### src/rtl/pr_bus_arbiter_pkg.sv
// Shared types and constants for the two-master Pr* bus arbiter.
//   AW/DW/CW  : word-address, data and starvation-counter widths
//   state_e   : arbiter FSM encoding
//   master_e  : master identifiers
//   bus_req_t : one latched bus request (address, write data, write enable)
package pr_bus_arbiter_pkg;

  localparam int unsigned AW = 30;
  localparam int unsigned DW = 32;
  localparam int unsigned CW = 4;

  typedef enum logic [1:0] {
    ST_IDLE   = 2'd0,
    ST_ACCESS = 2'd1,
    ST_RESP   = 2'd2
  } state_e;

  typedef enum logic {
    M0 = 1'b0,
    M1 = 1'b1
  } master_e;

  typedef struct packed {
    logic [AW-1:0] addr;
    logic [DW-1:0] wdata;
    logic          we;
  } bus_req_t;

endpackage

### src/rtl/pr_prio_sel.sv
// Combinational winner selector: fixed M0 priority with a starvation limit
// that forces M1 through after STARVE_LIMIT consecutive contested M0 wins.
//   elig_i        : eligible requests {M1, M0}
//   cnt_i         : current starvation count
//   grant_valid_o : some master wins this edge
//   grant_id_o    : winning master
//   cnt_next_o    : starvation count after this edge
module pr_prio_sel
  import pr_bus_arbiter_pkg::*;
#(
  parameter int unsigned STARVE_LIMIT = 4
) (
  input  logic [1:0]    elig_i,
  input  logic [CW-1:0] cnt_i,
  output logic          grant_valid_o,
  output master_e       grant_id_o,
  output logic [CW-1:0] cnt_next_o
);

  localparam logic [CW-1:0] LIMIT = CW'(STARVE_LIMIT);

  always_comb begin
    grant_valid_o = 1'b0;
    grant_id_o    = M0;
    cnt_next_o    = cnt_i;
    case (elig_i)
      2'b01: begin
        grant_valid_o = 1'b1;
        grant_id_o    = M0;
        cnt_next_o    = '0;
      end
      2'b10: begin
        grant_valid_o = 1'b1;
        grant_id_o    = M1;
        cnt_next_o    = '0;
      end
      2'b11: begin
        grant_valid_o = 1'b1;
        // Below the limit the increment cannot exceed LIMIT, so no wrap.
        if (cnt_i < LIMIT) begin
          grant_id_o = M0;
          cnt_next_o = cnt_i + CW'(1);
        end else begin
          grant_id_o = M1;
          cnt_next_o = '0;
        end
      end
      default: ;
    endcase
  end

endmodule

### src/rtl/pr_bus_arbiter.sv
// Two-master arbiter in front of the Pr* system bridge. Latches one request
// per transaction, drives the bridge for exactly one ACCESS cycle, captures
// PrRD for reads and returns a one-cycle done pulse to the winner.
//   clk, reset_n        : clock, async active-low reset
//   mN_req/addr/wdata/we: master N request, held until mN_done
//   mN_done, mN_rdata   : completion pulse and read data for master N
//   PrAddr/PrWD/PrWE    : bridge address, write data, write enable
//   PrRD                : bridge read data (combinational from PrAddr)
//   busy                : high in ACCESS and RESP
module pr_bus_arbiter
  import pr_bus_arbiter_pkg::*;
#(
  parameter int unsigned   STARVE_LIMIT = 4,
  parameter logic [AW-1:0] IDLE_ADDR    = '0
) (
  input  logic          clk,
  input  logic          reset_n,
  input  logic          m0_req,
  input  logic [AW-1:0] m0_addr,
  input  logic [DW-1:0] m0_wdata,
  input  logic          m0_we,
  output logic          m0_done,
  output logic [DW-1:0] m0_rdata,
  input  logic          m1_req,
  input  logic [AW-1:0] m1_addr,
  input  logic [DW-1:0] m1_wdata,
  input  logic          m1_we,
  output logic          m1_done,
  output logic [DW-1:0] m1_rdata,
  output logic [AW-1:0] PrAddr,
  output logic [DW-1:0] PrWD,
  output logic          PrWE,
  input  logic [DW-1:0] PrRD,
  output logic          busy
);

  state_e        state_q, state_d;
  master_e       owner_q, owner_d;
  logic [CW-1:0] starve_q, starve_d;
  logic [AW-1:0] pr_addr_q, pr_addr_d;
  logic [DW-1:0] pr_wd_q, pr_wd_d;
  logic          pr_we_q, pr_we_d;
  logic          m0_done_q, m0_done_d;
  logic          m1_done_q, m1_done_d;
  logic [DW-1:0] m0_rdata_q, m0_rdata_d;
  logic [DW-1:0] m1_rdata_q, m1_rdata_d;
  logic          busy_q, busy_d;

  logic [1:0]    elig_c;
  logic          grant_valid_c;
  master_e       grant_id_c;
  logic [CW-1:0] cnt_next_c;
  bus_req_t      win_c;

  // The master being completed in RESP is masked so a stale req is not re-granted.
  assign elig_c[0] = m0_req & ~((state_q == ST_RESP) & (owner_q == M0));
  assign elig_c[1] = m1_req & ~((state_q == ST_RESP) & (owner_q == M1));

  pr_prio_sel #(
    .STARVE_LIMIT(STARVE_LIMIT)
  ) u_prio_sel (
    .elig_i       (elig_c),
    .cnt_i        (starve_q),
    .grant_valid_o(grant_valid_c),
    .grant_id_o   (grant_id_c),
    .cnt_next_o   (cnt_next_c)
  );

  // Winner's request payload, latched into the bridge registers on grant.
  always_comb begin
    win_c = '{addr: m0_addr, wdata: m0_wdata, we: m0_we};
    if (grant_id_c == M1) begin
      win_c = '{addr: m1_addr, wdata: m1_wdata, we: m1_we};
    end
  end

  // Next-state and registered-output logic.
  always_comb begin
    state_d    = state_q;
    owner_d    = owner_q;
    starve_d   = starve_q;
    pr_addr_d  = IDLE_ADDR;
    pr_wd_d    = '0;
    pr_we_d    = 1'b0;
    m0_done_d  = 1'b0;
    m1_done_d  = 1'b0;
    m0_rdata_d = m0_rdata_q;
    m1_rdata_d = m1_rdata_q;
    busy_d     = 1'b0;

    case (state_q)
      ST_IDLE, ST_RESP: begin
        if (grant_valid_c) begin
          state_d   = ST_ACCESS;
          owner_d   = grant_id_c;
          starve_d  = cnt_next_c;
          pr_addr_d = win_c.addr;
          pr_wd_d   = win_c.wdata;
          pr_we_d   = win_c.we;
          busy_d    = 1'b1;
        end else begin
          state_d = ST_IDLE;
        end
      end
      ST_ACCESS: begin
        // Closing edge of the access: capture read data and signal done.
        state_d = ST_RESP;
        busy_d  = 1'b1;
        if (owner_q == M1) begin
          m1_done_d = 1'b1;
          if (!pr_we_q) m1_rdata_d = PrRD;
        end else begin
          m0_done_d = 1'b1;
          if (!pr_we_q) m0_rdata_d = PrRD;
        end
      end
      default: state_d = ST_IDLE;
    endcase
  end

  // State and output registers.
  always_ff @(posedge clk or negedge reset_n) begin
    if (!reset_n) begin
      state_q    <= ST_IDLE;
      owner_q    <= M0;
      starve_q   <= '0;
      pr_addr_q  <= IDLE_ADDR;
      pr_wd_q    <= '0;
      pr_we_q    <= 1'b0;
      m0_done_q  <= 1'b0;
      m1_done_q  <= 1'b0;
      m0_rdata_q <= '0;
      m1_rdata_q <= '0;
      busy_q     <= 1'b0;
    end else begin
      state_q    <= state_d;
      owner_q    <= owner_d;
      starve_q   <= starve_d;
      pr_addr_q  <= pr_addr_d;
      pr_wd_q    <= pr_wd_d;
      pr_we_q    <= pr_we_d;
      m0_done_q  <= m0_done_d;
      m1_done_q  <= m1_done_d;
      m0_rdata_q <= m0_rdata_d;
      m1_rdata_q <= m1_rdata_d;
      busy_q     <= busy_d;
    end
  end

  assign PrAddr   = pr_addr_q;
  assign PrWD     = pr_wd_q;
  assign PrWE     = pr_we_q;
  assign m0_done  = m0_done_q;
  assign m1_done  = m1_done_q;
  assign m0_rdata = m0_rdata_q;
  assign m1_rdata = m1_rdata_q;
  assign busy     = busy_q;

endmodule

### config.mk
export PLATFORM = sky130hd
export DESIGN_NAME = pr_bus_arbiter
export DESIGN_NICKNAME = d
export VERILOG_FILES = /design/src/rtl/pr_bus_arbiter_pkg.sv /design/src/rtl/pr_prio_sel.sv /design/src/rtl/pr_bus_arbiter.sv
export SDC_FILE = /design/constraint.sdc
export NUM_CORES = 1
export LEC_CHECK = 0
export BUFFER_PORTS_ARGS = -buffer_cell sky130_fd_sc_hd__buf_2
export CORE_MARGIN = 4
export CORE_UTILIZATION = 28
export CTS_BUF_LIST = sky130_fd_sc_hd__clkbuf_8
export DETAILED_ROUTE_END_ITERATION = 10
export GPL_ROUTABILITY_DRIVEN = 0
export RECOVER_POWER = 25
export SYNTH_ARGS = -nofsm -noshare
export SYNTH_HDL_FRONTEND = slang
export SYNTH_SLANG_ARGS = --single-unit
### constraint.sdc
create_clock -name clk -period 4.8 [get_ports clk]
set_input_delay 0.96 -clock clk [delete_from_list [all_inputs] [get_ports clk]]
set_output_delay 0.96 -clock clk [all_outputs]
set_load 0.05 [all_outputs]
==> results of run 1 <==
## metal layers
metal,up-vias,GRT usage [%]
met4,4,4.38
met1,2349,15.9
met3,27,6.10
met2,210,22.3
met5,-,0
li1,2328,-
## area by class of cell
cell class / instances / area, um2 / share of cell area [%]
Antenna cell: 2 / 5.00 / 0.0604
Clock buffer: 17 / 234 / 2.82
Clock inverter: 14 / 210 / 2.54
Inverter: 3 / 12.5 / 0.151
Multi-Input combinational cell: 273 / 2500 / 30.1
Sequential cell: 137 / 3430 / 41.4
Tap cell: 280 / 350 / 4.23
Timing Repair Buffer: 302 / 1550 / 18.7
## state kept, by name (all words and copies together) (netlist names)
register and cells:
busy 1, PrAddr 30, starve_q 4, m0_rdata 32
m0_done 1, PrWE 1, state_q 2, PrWD 32
m1_rdata 32, owner_q 1, m1_done 1
## kinds of logic after synthesis
group           after synthesis  synth area share (%)
flops                       137                  54.9
simple gates                 11                  1.26
buf+inv                      58                  5.79
compound gates              132                  15.9
mux                         129                  22.0
fa+ha+maj                     1                 0.200
## cells in the mapped netlist (2+ instances only)
cell type  instances
buf_8              6
buf_6              5
inv_1              2
a22o_1             2
mux2_2            61
clkbuf_1          21
o211ai_1         126
nand2b_1           2
dfrtp_1          137
mux2_1             5
buf_4              4
buf_2             19
mux2i_1           63
## through the flow
step                      area (um2)  power, W  std cells
after global routing            8290   0.00698       1028
after detailed placement        7850   0.00559        995
final                           8290   0.00659       1028
after global placement          7850   0.00556        995
after floorplan                 6250   0.00476        468
after CTS                       8290   0.00669       1026
## power groups by stage
stage	clock, W	combinational, W	sequential [W]
finish	0.00108	0.00366	0.00185
CTS	0.00112	0.00371	0.00186
floorplan	0	0.00120	0.00356
detailed placement	0	0.00371	0.00188
global route	0.00118	0.00389	0.00191
global placement	0	0.00369	0.00187
## how the worst max path moves through the flow
stage	from	endpoint	slack (ns)	cells past startpoint
2_1_floorplan	m0_req	PrAddr[0]	2.70	5
3_3_place_gp	m0_req	PrAddr[24]	1.73	5
3_5_place_dp	m0_req	PrAddr[13]	1.72	5
4_1_cts	m0_req	PrAddr[13]	2.20	5
5_1_grt	reset_n	PrAddr[5]	1.32	2
6_report	reset_n	PrAddr[5]	1.82	2
==> flow_metrics.env, run 1 <==
export IMPL_violations="max-capacitance violations, max-slew violations"
export IMPL_max_slew_worst_pin_slew_ns=2.17
export IMPL_clock_path_buffers=2
export IMPL_ys_ff_latch=137
export IMPL_maxSlewViolCount=77
export IMPL_syn_to_final_growth_pct=32.6
export IMPL_synth_area_leaders="dfrtp_1 55%, o211ai_1 15%, mux2_2 11%"
export IMPL_drc=0
export IMPL_grt_pass1_wl_mm=26.7
export IMPL_wl_met1_mm=6.91
export IMPL_switching_share_pct=51.4
export IMPL_timing_final_crit_share_pct=62.2
export IMPL_path_delay_family="buffers and inverters"
export IMPL_reg2reg_depth=4
export IMPL_max_vdd_ir_drop_v=0.000299
export IMPL_syn_inst=468
export IMPL_crit_buf_inv=2
export IMPL_dr_pass1_iters=4
export IMPL_syn_area_um2=6250
export IMPL_layout_common_cells="290 x buf_2, 137 x dfrtp_1, 126 x o211ai_1, 63 x mux2i_1, 61 x mux2_2"
export IMPL_cp_data_required_time_ns=4.90
export IMPL_clockPowerShare_pct=16.4
export IMPL_worst_setup_path_end_kind="asynchronous set/reset pin"
export IMPL_yosys_area_top_type_share_pct=54.9
export IMPL_rr_endpoint="PrAddr[13]"
export IMPL_cts_resized=0
export IMPL_yosysWarningCount=0
export IMPL_path_max_fanout=64
export IMPL_dr_wl_met2_mm=8.36
export IMPL_wirelength_mm=17.4
export IMPL_fin_nets=897
export IMPL_vias=4918
export IMPL_whs_ns=0.486
export IMPL_initial_core_util_pct=28.5
export IMPL_ys_types=28
export IMPL_final_hold_viol_count=0
export IMPL_grt_overflow=0
export IMPL_antenna_found_initial=4
export IMPL_worst_clock_skew_ns=0.0141
export IMPL_wl_met3_mm=1.80
export IMPL_crit_path_cell_trace="buf_6, clkbuf_1"
export IMPL_ys_async_sr_fraction_pct=100
export IMPL_cts_htree_levels=4
export IMPL_die_area_um2=24800
export IMPL_fmax_ghz=0.335
export IMPL_rrSetupSlack_ns=2.45
export IMPL_die_w_um=157
export IMPL_wire_per_inst_um=16.9
export IMPL_cts_setup_buffers=0
export IMPL_mostFrequentLayoutCell="buf_2"
export IMPL_powerDensity_nw_per_um2=795
export IMPL_fin_crit_ns=2.98
export IMPL_critPathLaunchType="primary input"
export IMPL_p_int_w=0.00320
export IMPL_rsz0062_at_grt="no"
export IMPL_synth_nets=631
export IMPL_crit_type="in -> async"
export IMPL_crit_arrival_ns=3.08
export IMPL_status="complete, but fails checks"
export IMPL_dpl_worst_slack_ns=1.72
export IMPL_core_area_um2=21900
export IMPL_die_h_um=157
export IMPL_setup_slack_ns=1.82
export IMPL_drt_iter0_markers=172
export IMPL_synth_edf_count=0
export IMPL_via_per_inst=4.78
export IMPL_sequentialPowerShare_pct=28.1
export IMPL_dp_hpwl_mm=12.3
export IMPL_rows=54
export IMPL_cpMaxStageDelayCell="clkbuf_1"
export IMPL_drv_cap=2
export IMPL_grt_pass1_vias=4945
export IMPL_clock_latency_ns=0.43
export IMPL_nFillCells=2161
export IMPL_power_share_combinational_pct=55.6
export IMPL_gr_usage_all_layers_pct=13.6
export IMPL_timing_setup_tns_ns=0
export IMPL_io_buffers=291
export IMPL_yosysTopAreaCell="dfrtp_1"
export IMPL_grt_max_degree=72
export IMPL_cts_hold_buf=0
export IMPL_io_pins=292
export IMPL_ant_nets=0
export IMPL_cts_buffers=17
export IMPL_cts_num_sinks=137
export IMPL_syn_avg_cell_area_um2=13.4
export IMPL_clk_pin_slew_worst_paths_ns=0.09
export IMPL_relSlewSlack_pct=-44.7
export IMPL_layout_drive_gt1_share_pct=53.4
export IMPL_maxUsedRoutingLayer="met5"
export IMPL_critPathMaxStageDelay_ns=1.60
export IMPL_p_switching_w=0.00339
export IMPL_synth_top_flop_cell="dfrtp_1"
export IMPL_cts_root_buf="clkbuf_8"
export IMPL_cts_tree="done"
export IMPL_power_leakage_nw=4.15
export IMPL_finalSetupViolCount=0
export IMPL_min_path_type="in -> async"
export IMPL_utilization_pct=37.9
export IMPL_r2r_start="starve_q[2]"
export IMPL_seq_area_frac_synth_pct=54.9
Note: power is estimated with default switching activity, not from simulation.
==> run 2: changes to the inputs <==
==> constraint.sdc (replaced) <==
create_clock -name clk -period 3.1 [get_ports clk]
set_input_delay 0.62 -clock clk [delete_from_list [all_inputs] [get_ports clk]]
set_output_delay 0.62 -clock clk [all_outputs]
set_load 0.05 [all_outputs]
==> flow_metrics.env, run 2 (synthesized netlist as in run 1, its figures left out) <==
export IMPL_cts_tree="done"
export IMPL_cts_buffers=17
export IMPL_cts_root_buf="clkbuf_8"
export IMPL_grt_max_degree=85
export IMPL_antenna_found_initial=2
export IMPL_relSlewSlack_pct=-16.6
export IMPL_r2r_start="owner_q"
export IMPL_initial_core_util_pct=28.5
export IMPL_cp_data_required_time_ns=3.61
export IMPL_clock_path_buffers=2
export IMPL_timing_final_crit_share_pct=67.1
export IMPL_dr_pass1_iters=4
export IMPL_vias=4868
export IMPL_core_area_um2=21900
export IMPL_power_leakage_nw=4.14
export IMPL_io_pins=292
export IMPL_p_switching_w=0.00531
export IMPL_drt_iter0_markers=200
export IMPL_grt_pass1_wl_mm=27.2
export IMPL_wire_per_inst_um=17.2
export IMPL_timing_setup_tns_ns=0
export IMPL_powerDensity_nw_per_um2=1210
export IMPL_grt_overflow=0
export IMPL_crit_type="in -> async"
export IMPL_io_buffers=291
export IMPL_violations="max-capacitance violations, max-slew violations"
export IMPL_cts_htree_levels=4
export IMPL_die_area_um2=24800
export IMPL_cts_hold_buf=0
export IMPL_clock_latency_ns=0.43
export IMPL_hp_start="PrRD[6]"
export IMPL_finalSetupViolCount=0
export IMPL_cts_num_sinks=137
export IMPL_status="complete, but fails checks"
export IMPL_rsz0062_at_grt="no"
export IMPL_path_max_fanout=65
export IMPL_sequentialPowerShare_pct=28.7
export IMPL_fin_nets=899
export IMPL_placed_area_um2=7900
export IMPL_worst_setup_path_end_kind="asynchronous set/reset pin"
export IMPL_worstSetupStartpoint="reset_n"
export IMPL_max_slew_worst_pin_slew_ns=1.75
export IMPL_ant_nets=0
export IMPL_drc=0
export IMPL_wirelength_mm=17.7
export IMPL_power_w=0.00999
export IMPL_min_path_type="in -> reg"
export IMPL_layout_common_cells="290 x buf_2, 137 x dfrtp_1, 126 x o211ai_1, 63 x mux2i_1, 61 x mux2_2"
export IMPL_p_int_w=0.00468
export IMPL_clk_pin_slew_worst_paths_ns=0.09
export IMPL_grt_pass1_vias=4989
export IMPL_whs_ns=0.412
export IMPL_syn_to_final_growth_pct=32.1
export IMPL_critPathLaunchType="primary input"
export IMPL_path_delay_family="buffers and inverters"
export IMPL_mostFrequentLayoutCell="buf_2"
export IMPL_cts_setup_buffers=0
export IMPL_die_h_um=157
export IMPL_crit_path_cell_trace="clkbuf_2, clkbuf_2"
export IMPL_rows=54
export IMPL_dp_hpwl_mm=12.4
export IMPL_final_hold_viol_count=0
export IMPL_nFillCells=2175
export IMPL_maxSlewViolCount=66
export IMPL_fmax_ghz=0.480
export IMPL_gr_usage_all_layers_pct=14.0
export IMPL_cpMaxStageDelayCell="clkbuf_2"
export IMPL_final_area_um2=8250
export IMPL_crit_arrival_ns=2.59
export IMPL_layout_drive_gt1_share_pct=53.8
export IMPL_max_vdd_ir_drop_v=0.000402
export IMPL_crit_buf_inv=2
export IMPL_worst_clock_skew_ns=0.0102
export IMPL_fin_crit_ns=2.08
export IMPL_critPathMaxStageDelay_ns=1.23
export IMPL_via_per_inst=4.73
export IMPL_drv_cap=1
export IMPL_final_cell_count_no_fill=1030
export IMPL_crit_top_cell="clkbuf_2"
export IMPL_dpl_cell_count=997
export IMPL_cts_resized=0
export IMPL_power_share_combinational_pct=57.4
export IMPL_clockPowerShare_pct=13.9
export IMPL_regArea_um2=3430
export IMPL_multi_input_area_um2=2500
export IMPL_die_w_um=157
export IMPL_switching_share_pct=53.2
-- run 2: changes by cell type in the layout (fill, tap and decap cells not counted), sizes merged --
cell and change:
bufinv -4, clkbuf +2, clkinv +3, clkinvlp +2, diode -1
-- run 2: power groups by stage --
stage	Sequential, W	Clock (W)	Combinational, W
floorplan	0.00551	0	0.00185
global placement	0.00291	0	0.00575
detailed placement	0.00291	0	0.00580
CTS	0.00288	0.00147	0.00580
global route	0.00296	0.00154	0.00607
finish	0.00287	0.00139	0.00573
-- run 2: cell type report --
class                           count  share of cell area, %
Clock buffer                       17                   2.83
Tap cell                          280                   4.24
Antenna cell                        1                 0.0303
Timing Repair Buffer              304                   19.3
Multi-Input combinational cell    273                   30.3
Sequential cell                   137                   41.5
Inverter                            3                  0.152
Clock inverter                     15                   1.61
-- run 2: stage by stage --
stage	utilization, %	setup slack (ns)
CTS	37.8	1.10
global route	37.7	0.538
detailed placement	36.1	0.894
global placement	36.1	0.945
finish	37.7	1.02
floorplan	-	1.34
-- run 2: path summary, 6_finish.rpt --
path,to,slack [ns],cells after the start
worst max-delay path,m1_rdata[20],1.02,2
worst min-delay path,m1_rdata[6],0.41,2
worst max register to register,PrAddr[18],1.10,4
worst min register to register,m0_rdata[5],0.50,1
max in group clk,PrAddr[18],1.10,4
min in group asynchronous,m1_rdata[22],0.65,1
-- run 2: layer usage --
layer  part of all wire [%]  GRT usage (%)  vias to the layer above
li1                       -              -                     2318
met1                     41           17.2                     2335
met2                     48           22.9                      194
met3                    9.0           5.11                       19
met4                    1.6           4.83                        2
met5                  0.074              0                        -
